==> config.mk <==
export PLATFORM = sky130hd
export DESIGN_NAME = uart_tx_scheduler
export DESIGN_NICKNAME = d
export VERILOG_FILES = /design/src/rtl/uart_tx_scheduler.sv
export SDC_FILE = /design/constraint.sdc
export NUM_CORES = 1
export LEC_CHECK = 0
export CAP_MARGIN = 20
export CORE_MARGIN = 2
export CORE_UTILIZATION = 41
export CTS_BUF_LIST = sky130_fd_sc_hd__clkbuf_8
export DETAILED_ROUTE_END_ITERATION = 10
export PLACE_DENSITY = 0.8
export SYNTH_ARGS = -nofsm -noshare
export SYNTH_HDL_FRONTEND = slang
export SYNTH_SLANG_ARGS = --single-unit
export TNS_END_PERCENT = 100
==> constraint.sdc <==
create_clock -name sys_clk -period 2.3 [get_ports sys_clk]
set_input_delay 0.575 -clock sys_clk [delete_from_list [all_inputs] [get_ports sys_clk]]
set_output_delay 0.575 -clock sys_clk [all_outputs]
set_load 0.02 [all_outputs]
==> src/rtl/uart_tx_scheduler.sv <==
// Round-robin scheduler sharing one word_to_byte_tx serializer between two requesters,
// with a timeout watchdog on each transfer and a guard gap between transfers.
module uart_tx_scheduler #(
  parameter int TIMEOUT_CYCLES = 1000000,
  parameter int GAP_CYCLES     = 2
) (
  input  logic        sys_clk,
  input  logic        sw_0,
  input  logic [1:0]  i_req_valid,
  input  logic [1:0]  i_req_mode,
  input  logic [63:0] i_req_word,
  input  logic [15:0] i_req_byte,
  output logic [1:0]  o_req_grant,
  output logic [1:0]  o_req_done,
  output logic [1:0]  o_req_err,
  output logic        o_tx_enable,
  output logic        o_tx_mode_select,
  output logic [31:0] o_tx_word,
  output logic [7:0]  o_tx_byte,
  input  logic        i_tx_done,
  output logic        o_busy
);

  localparam int TW = (TIMEOUT_CYCLES > 1) ? $clog2(TIMEOUT_CYCLES) : 1;
  localparam int GW = $clog2(GAP_CYCLES + 1);
  localparam logic [TW-1:0] TIMER_LAST = TW'(TIMEOUT_CYCLES - 1);
  localparam logic [GW-1:0] GAP_LAST   = GW'(GAP_CYCLES - 1);

  typedef enum logic [1:0] {
    S_IDLE = 2'd0,
    S_BUSY = 2'd1,
    S_GAP  = 2'd2
  } state_t;

  state_t        state, state_d;
  logic          owner, owner_d;
  logic          last_owner, last_owner_d;
  logic [TW-1:0] timer, timer_d;
  logic [GW-1:0] gap_cnt, gap_cnt_d;
  logic          winner;
  logic          en_d, mode_d;
  logic [31:0]   word_d;
  logic [7:0]    byte_d;
  logic [1:0]    grant_d, done_d, err_d;

  always_ff @(posedge sys_clk or posedge sw_0) begin
    if (sw_0) begin
      state            <= S_IDLE;
      owner            <= 1'b0;
      last_owner       <= 1'b1;
      timer            <= '0;
      gap_cnt          <= '0;
      o_tx_enable      <= 1'b0;
      o_tx_mode_select <= 1'b0;
      o_tx_word        <= '0;
      o_tx_byte        <= '0;
      o_req_grant      <= '0;
      o_req_done       <= '0;
      o_req_err        <= '0;
    end else begin
      state            <= state_d;
      owner            <= owner_d;
      last_owner       <= last_owner_d;
      timer            <= timer_d;
      gap_cnt          <= gap_cnt_d;
      o_tx_enable      <= en_d;
      o_tx_mode_select <= mode_d;
      o_tx_word        <= word_d;
      o_tx_byte        <= byte_d;
      o_req_grant      <= grant_d;
      o_req_done       <= done_d;
      o_req_err        <= err_d;
    end
  end

  // On a tie the requester that did not win last time is served.
  always_comb begin
    state_d      = state;
    owner_d      = owner;
    last_owner_d = last_owner;
    timer_d      = timer;
    gap_cnt_d    = gap_cnt;
    en_d         = o_tx_enable;
    mode_d       = o_tx_mode_select;
    word_d       = o_tx_word;
    byte_d       = o_tx_byte;
    grant_d      = 2'b00;
    done_d       = 2'b00;
    err_d        = 2'b00;
    winner       = (i_req_valid == 2'b11) ? ~last_owner : i_req_valid[1];

    case (state)
      S_IDLE: begin
        if (i_req_valid != 2'b00) begin
          mode_d       = i_req_mode[winner];
          word_d       = winner ? i_req_word[63:32] : i_req_word[31:0];
          byte_d       = winner ? i_req_byte[15:8] : i_req_byte[7:0];
          en_d         = 1'b1;
          grant_d      = winner ? 2'b10 : 2'b01;
          owner_d      = winner;
          last_owner_d = winner;
          timer_d      = '0;
          state_d      = S_BUSY;
        end
      end
      S_BUSY: begin
        if (i_tx_done) begin
          en_d      = 1'b0;
          done_d    = owner ? 2'b10 : 2'b01;
          gap_cnt_d = '0;
          state_d   = S_GAP;
        end else if (timer == TIMER_LAST) begin
          en_d      = 1'b0;
          err_d     = owner ? 2'b10 : 2'b01;
          gap_cnt_d = '0;
          state_d   = S_GAP;
        end else begin
          timer_d = timer + 1'b1;
        end
      end
      S_GAP: begin
        if (gap_cnt == GAP_LAST) begin
          state_d = S_IDLE;
        end else begin
          gap_cnt_d = gap_cnt + 1'b1;
        end
      end
      default: state_d = S_IDLE;
    endcase
  end

  assign o_busy = (state != S_IDLE);

endmodule

# Yosys cells after proc, flatten, opt, wreduce, memory -nomap -nowiden
# Index checks and enable logic that the tools add are counted.
[classes] reduce_logical=10 n_bitwise=1 add_sub_neg=2 eq_ne=11 muxes=31 order_cmp=1
[op_table] op="20-bit 2-to-1 mux" n=3
[op_table] op="20-bit case mux with 2 select lines" n=1
[op_table] op="2-bit 2-to-1 mux" n=16
[op_table] op="32-bit 2-to-1 mux" n=1
[op_table] op="20-bit by 1-bit adder with 20-bit output (second input constant)" n=1
[op_table] op="20-bit == test (second input constant)" n=1
[op_table] op="2-bit != test (second input constant)" n=5
[op_table] op="3-bit AND reduction" n=3
[op_table] op="8-bit 2-to-1 mux" n=1
[op_table] op="2-bit nonzero test" n=4
[op_table] op="1-bit 2-to-1 mux" n=6
[op_table] op="2-bit case mux with 3 select lines" n=1
[op_table] op="2-bit by 1-bit == test with 1-bit output (second input constant)" n=2
[op_table] op="2-bit == test (second input constant)" n=2
[op_table] op="2-bit case mux with 2 select lines" n=1
[op_table] op="4-bit AND reduction" n=1
[op_table] op="3-bit != test (second input constant)" n=1
[op_table] op="2-bit by 1-bit adder with 2-bit output (second input constant)" n=1
[op_table] op="2-bit zero test" n=1
[op_table] op="1-bit by 2-bit < comparator with 1-bit output (second input constant)" n=1
[op_table] op="1-bit case mux with 2 select lines" n=1
[op_table] op="2-bit AND reduction" n=1
[op_table] op="1-bit inverter" n=1
[word_totals] input_bits=87 wordCells=68 regBits=74

# Longest topological paths before layout
# Gate-level depths: netlist of run 1.
[logic_depth] word_depth=5 ltp_mapped=7 depth_no_buf=6

# Least setup slack after synthesis of run 1
# No wires, ideal clock.
[synth_timing] kind="register to register" from="reg timer[0]" to="reg timer[18]" period_less_slack_ns=1.680 slack_ns=0.620 stages_incl_launch_ff=7 arrival_time_ns=1.614 path_buffers=0 setup_ns=0.066 cell_sequence="dfrtp_1 ha_1 and3_1 nand4_1 o21ai_2 or4_1 nand2_1"
[synth_between] elab_chain_cells=4
[synth_rtl] element="from (decl)" line="38" rtl="logic [TW-1:0] timer, timer_d;"
[synth_rtl] element="from (signal assigned)" line="64" rtl="timer <= timer_d;"
[synth_rtl] element="20-bit by 1-bit adder with 20-bit output" line="118" rtl="timer_d = timer + 1'b1;"
[synth_rtl] element="20-bit 2-to-1 mux" line="112" rtl="end else if (timer == TIMER_LAST) begin"
[synth_rtl] element="20-bit 2-to-1 mux" line="107" rtl="if (i_tx_done) begin"
[synth_rtl] element="20-bit case mux with 2 select lines" line="92" rtl="case (state)"
# Several ways; a longest one is shown, not always the timed one. The select of a mux whose other input is x is not followed.
# A chain may end at the register's enable or synchronous reset.

# Final worst setup path of run 1
[layout_timing] from="reg state[1]" to="out o_busy"
[layout_between] elab_chain_cells=1
[layout_rtl] element="from (decl)" line="35" rtl="state_t state, state_d;"
[layout_rtl] element="from (signal assigned)" line="61" rtl="state <= state_d;"
[layout_rtl] element="2-bit nonzero test" line="132" rtl="assign o_busy = (state != S_IDLE);"
[layout_rtl] element="to (decl)" line="21" rtl="output logic o_busy"
# Every way passes these cells.

==> results of run 1 <==
cells in the mapped netlist, types with 2 or more instances:
library cell / count / area (µm²)
dfrtp_1: 73 / 1827
nand2_1: 60 / 225.2
o21ai_0: 56 / 280.3
mux2i_1: 41 / 410.4
nor2_1: 21 / 78.83
buf_2: 15 / 75.07
o21ai_1: 10 / 50.05
o31ai_1: 10 / 75.07
clkbuf_1: 6 / 22.52
a21oi_1: 5 / 25.02
nand3_1: 5 / 25.02
a31oi_1: 4 / 25.02
and2_1: 4 / 25.02
and3_1: 4 / 25.02
nand2b_1: 4 / 25.02
a21o_1: 3 / 22.52
inv_1: 3 / 11.26
nand4_1: 3 / 18.77
o41ai_1: 3 / 26.28
ha_1: 2 / 25.02
nor2b_1: 2 / 12.51
nor3_1: 2 / 10.01
nor4_2: 2 / 25.02
worst paths after layout:
path | startpoint | to | slack (ns) | cells past startpoint
setup reg to reg | timer[0] | timer[2] | 0.29 | 6
setup / recovery | state[1] | o_busy | 0.08 | 2
hold reg to reg | o_tx_byte[0] | o_tx_byte[0] | 0.48 | 2
hold / removal | o_tx_byte[0] | o_tx_byte[0] | 0.48 | 2
min in group asynchronous | sw_0 | o_tx_word[18] | 0.68 | 3
max in group asynchronous | sw_0 | last_owner | 1.28 | 3
power by group through the flow:
stage | clock (µW) | combinational (µW) | sequential [µW]
4_1_cts | 1050 | 2790 | 1990
5_1_grt | 1120 | 2990 | 2050
3_3_place_gp | 0 | 2710 | 2000
2_1_floorplan | 0 | 1000 | 2460
3_5_place_dp | 0 | 2770 | 2020
6_report | 1030 | 2760 | 1990
stage by stage:
step	total power, µW	utilization	hold WS [ns]
detailed placement	4791	0.6095	0.4701
global route	6163	0.6341	0.5073
global placement	4705	0.6095	0.4633
CTS	5825	0.6341	0.4837
finish	5775	0.6341	0.4801
floorplan	3465	-	0.4395
area by class of cell:
class / instances / area, µm²
inverters: 3 / 15.01
flip-flops and latches: 74 / 1853
well taps: 105 / 131.4
clock inverters: 3 / 38.79
clock buffers: 12 / 165.2
multi-input cells: 259 / 1583
fillers: 651 / 3037
repair buffers: 145 / 1476
worst register-to-register path: stages, from the launching register on:
cell,delay (ns)
dfrtp_1,0.39
ha_1,0.23
and3_1,0.27
nand4_1,0.26
o21ai_2,0.42
buf_4,0.23
o21ai_0,0.10
timing repair:
action / CTS / global route
gates resized for setup: 1 / 0
buffers inserted: 0 / 0
endpoints found under the hold margin: 0 / 0
endpoints found under the setup margin: 1 / 0
cells by family (layout without fill, tap and decap cells):
family          count (synthesis)  after routing  share of synthesized area
compound gates                 99             99                     0.1625
buf+inv                        24            163                    0.03081
mux                            41             41                     0.1161
fa+ha+maj                       2              2                   0.007081
simple gates                  117            117                     0.1590
flops                          74             74                     0.5244
state kept, by name (all words and copies together), names as in the netlist:
name and flops:
o_req_done 2, o_tx_byte 8, timer 20, state 2
last_owner 1, o_req_grant 2, o_tx_mode_select 1, owner 1
o_req_err 2, gap_cnt 2, o_tx_enable 1, o_tx_word 32
metal layers:
layer	track usage	up-vias
met5	0	-
met4	0.05525	0
met3	0.06069	13
met2	0.3328	126
met1	0.2731	1451
li1	-	1528
==> impl_metrics.ini, run 1 <==
[routing]
met1Wirelength_um = 4082
drt-initial-drc-count = 200
wirelength_um = 9317
wl_met2_um = 4532
drc = 0
vias_per_cell = 5.188
ant_nets = 0
top_layer = met4
wire_per_inst_um = 15.50
dr.pass1.iters = 4
route.met3.wl_um = 610
vias = 3118

[final_layout]
finalInstanceArea_mm2 = 0.005263
drive_above_1_share = 0.07661
layout_commonest_cell = clkdlybuf4s50_1
nets = 581
synthToLayoutAreaGrowth_pct = 48.94
stdcell_count = 601
final_cell_mix = 135 x clkdlybuf4s50_1, 73 x dfrtp_1, 60 x nand2_1, 56 x o21ai_0, 41 x mux2i_1
diodes = 0

[pwr]
p_clk_frac = 0.178
pwr-share-comb = 0.477
switching_power_uw = 2164
vdd_drop_max_mv = 0.4524
leakagePower_uw = 0.002285
powerDensity_mw_per_mm2 = 1097
seqPwrFrac = 0.344
netSwitchingFraction = 0.3748
intPower_uw = 3611

[clock_network]
clock_sinks = 74
cts_hold_buf = 0
clkTransAtPathRegs_ns = 0.07
cts_max_path_buffers = 2
h-tree-depth = 3
cts_tree = yes
clockRootBuffer = clkbuf_8
clkLatencyLatePin_ns = 0.35
cts_buffers = 9

[logic_synthesis]
yosysUniqueCellTypes = 42
syn_nets = 446
synth_ff_type = dfrtp_1
synth-seq-cells = 74
synth_area_mm2 = 0.003533
async_flop_share = 1.000
netlist_instances = 357
syn_avg_cell_area_um2 = 9.897
synth-edff-count = 0
ys_warn_count = 0
ys_seq_area_frac = 0.5244

[global_routing]
grt_pass1_wl_um = 15680
grt_pass1_vias = 3061
gr-total-overflow = 0
globalRouteTotalUtil = 0.2063
grt_max_degree = 75
antenna_found_initial = 0

[timing]
rsz0062_at_grt = no
min_period_ns = 2.223
finalCritPeriodShare = 0.9665
maxSlewViolCount = 0
max_slew_margin = 0.7056
setup_viol = 0
finalHoldViolCount = 0
tightest_slew_ns = 0.4383
clock_skew_ns = 0.009256
tns_ns = 0
fmax_mhz = 449.9
worst_slack_ns = 0.07708

[critical_path]
worstPathMaxFanout = 5
start_kind = flip-flop
arrival_ns = 1.65
end_kind = primary output
crit_family = buffers and inverters
cp_slowest_cell = clkdlybuf4s50_1
worstPathCellList = or2_1 > clkdlybuf4s50_1
path_buf_inv = 1
slowest_delay_ns = 0.57
cp_data_required_time_ns = 1.73
path_class = flip-flop to primary output

[die]
dieArea_mm2 = 0.009377
core-area_mm2 = 0.008299
top_level_ports = 136
initial_core_util = 0.4258
dieWidth_um = 96.84
core.rowCount = 33
chipHeight_um = 96.84

[placement]
pre_cts_ws_ns = 0.1862
placed_cell_area_mm2 = 0.005059
portBuffers = 135
place_inst = 586
hpwl_um = 6910
gp_congestion = 0.8392

[hold_path]
hp-class = flip-flop to flip-flop

[run_status]
status = completed

[run]
drv_cap = 0
Note: power is estimated with default switching activity, not from simulation.
==> run 2: changes to the inputs <==
Settings changed: DONT_BUFFER_PORTS set to 1, PLACE_DENSITY 0.8 to 0.58.
==> run 2 against run 1 <==
  * Clock power increased by 7%
  * Via count decreased by 18%
  * Cell area decreased by 26%
  * Highest routed layer unchanged
  * Sequential power is 28% higher
  * Largest power group is now registers
  * Non-clock buffer count shrank 135
  * First-iteration DRC count is 53% lower
  * Combinational power shrank 56%
  * Critical endpoint is now timer[18]
  * Setup slack improved by 0.25 ns
==> impl_metrics.ini, run 2 (synthesis results as in run 1) <==
[run_status]
status = completed

[timing]
min_period_ns = 1.977
hold_slack_ns = 0.1612
finalCritPeriodShare = 0.8595
clock_skew_ns = 0.01200
rsz0062_at_grt = no
setup_viol = 0
fmax_mhz = 505.9
maxSlewViolCount = 0
finalHoldViolCount = 0
max_slew_margin = 0.5980
tightest_slew_ns = 0.6017
tns_ns = 0

[hold_path]
hp-class = input port to async pin

[critical_path]
cp.depth = 7
cp_data_required_time_ns = 2.58
path_buf_inv = 1
worstPathMaxFanout = 11
rr_endpoint = timer[18]
critPathLaunch = timer[0]
cp_slowest_cell = or4_1
rrSetupSlack_ns = 0.32
endpoint = timer[18]
start_kind = flip-flop
path_class = flip-flop to flip-flop
r2r_start = timer[0]
end_kind = flip-flop
slowest_delay_ns = 0.47
arrival_ns = 2.26
r2r_cells = 7
crit_family = simple AND/OR/NAND/NOR gates
worstPathCellList = ha_1 > and3_1 > nand4_1 > o21ai_2 > buf_4 > or4_1 > nand2_1

[die]
top_level_ports = 136
core.rowCount = 33
chipHeight_um = 96.84
initial_core_util = 0.4258
core-area_mm2 = 0.008299
dieWidth_um = 96.84
dieArea_mm2 = 0.009377

[clock_network]
clock_sinks = 74
cts_resized = 0
clkLatencyLatePin_ns = 0.35
clockRootBuffer = clkbuf_8
cts_hold_buf = 0
clkTransAtPathRegs_ns = 0.07
h-tree-depth = 3
cts_buffers = 9
cts_max_path_buffers = 2
cts_tree = yes
cts_setup_buffers = 0

[global_routing]
grt_pass1_vias = 2589
globalRouteTotalUtil = 0.1656
gr-total-overflow = 0
antenna_found_initial = 0
grt_max_degree = 50
grt_pass1_wl_um = 12590

[pwr]
vdd_drop_max_mv = 0.3825
leakagePower_uw = 0.001750
powerDensity_mw_per_mm2 = 1248

[final_layout]
reg_top3 = o_tx_word: 32 flops, timer: 20 flops, o_tx_byte: 8 flops
drive_above_1_share = 0.1053
final_cell_mix = 73 x dfrtp_1, 60 x nand2_1, 56 x o21ai_0, 41 x mux2i_1, 21 x nor2_1
final_util = 0.4684
diodes = 0
layout_commonest_cell = dfrtp_1
largest_reg_flops = 32
synthToLayoutAreaGrowth_pct = 10.02
top_register = o_tx_word
nets = 446

[routing]
wirelength_um = 7427
vias_per_cell = 5.504
wire_per_inst_um = 15.94
drc = 0
vias = 2565
ant_nets = 0
drt-initial-drc-count = 94
dr.pass1.iters = 5

[placement]
gp_congestion = 0.7664
hpwl_um = 5443
portBuffers = 0

[run]
drv_cap = 0
run 2: changes by cell type in the layout (fill, tap and decap cells not counted), moves of 2 or more:
cell / delta
buf_4: +3
clkbuf_8: -2
buf_12: -3
clkdlybuf4s50_1: -135
run 2: where the power goes:
group	leakage, µW	switching, µW	internal [µW]
combinational	0.000691	743	476
sequential	0.000949	786	1750
clock	0.000110	466	632
total	0.00175	1990	2860
run 2: per-stage QoR:
step / instances / total power, µW / area (µm²) / setup WS [ns]
global route: 466 / 5222 / 3887 / 0.2136
CTS: 466 / 4932 / 3887 / 0.3212
floorplan: 357 / 3465 / 3537 / 0.6198
global placement: 451 / 3760 / 3670 / 0.3745
detailed placement: 451 / 3818 / 3670 / 0.3151
finish: 466 / 4853 / 3887 / 0.3232
run 2: cell type report:
type	count	area (µm²)
tap	105	131.4
inverter	3	15.01
fill	775	4412
clock inverter	5	80.08
timing repair buffer	10	87.58
multi-input combinational	259	1583
clock buffer	10	137.6
sequential	74	1853
run 2: layer usage:
metal  up-vias  GRT usage  share of wire
met4         0    0.07151          0.020
met3        13    0.05853          0.071
li1       1264          -              -
met5         -          0              0
met2       101     0.2569           0.47
met1      1187     0.2097           0.44
run 2: worst min path at each step:
| stage | cells after the start | slack, ns | endpoint | start |
|---|---|---|---|---|
| final | 1 | 0.16 | timer[17] | sw_0 |
| after detailed placement | 1 | 0.46 | timer[19] | timer[19] |
| after CTS | 1 | 0.16 | timer[16] | sw_0 |
| after floorplan | 1 | 0.44 | timer[19] | timer[19] |
| after global placement | 1 | 0.48 | timer[19] | timer[19] |
| after global routing | 1 | 0.18 | timer[16] | sw_0 |
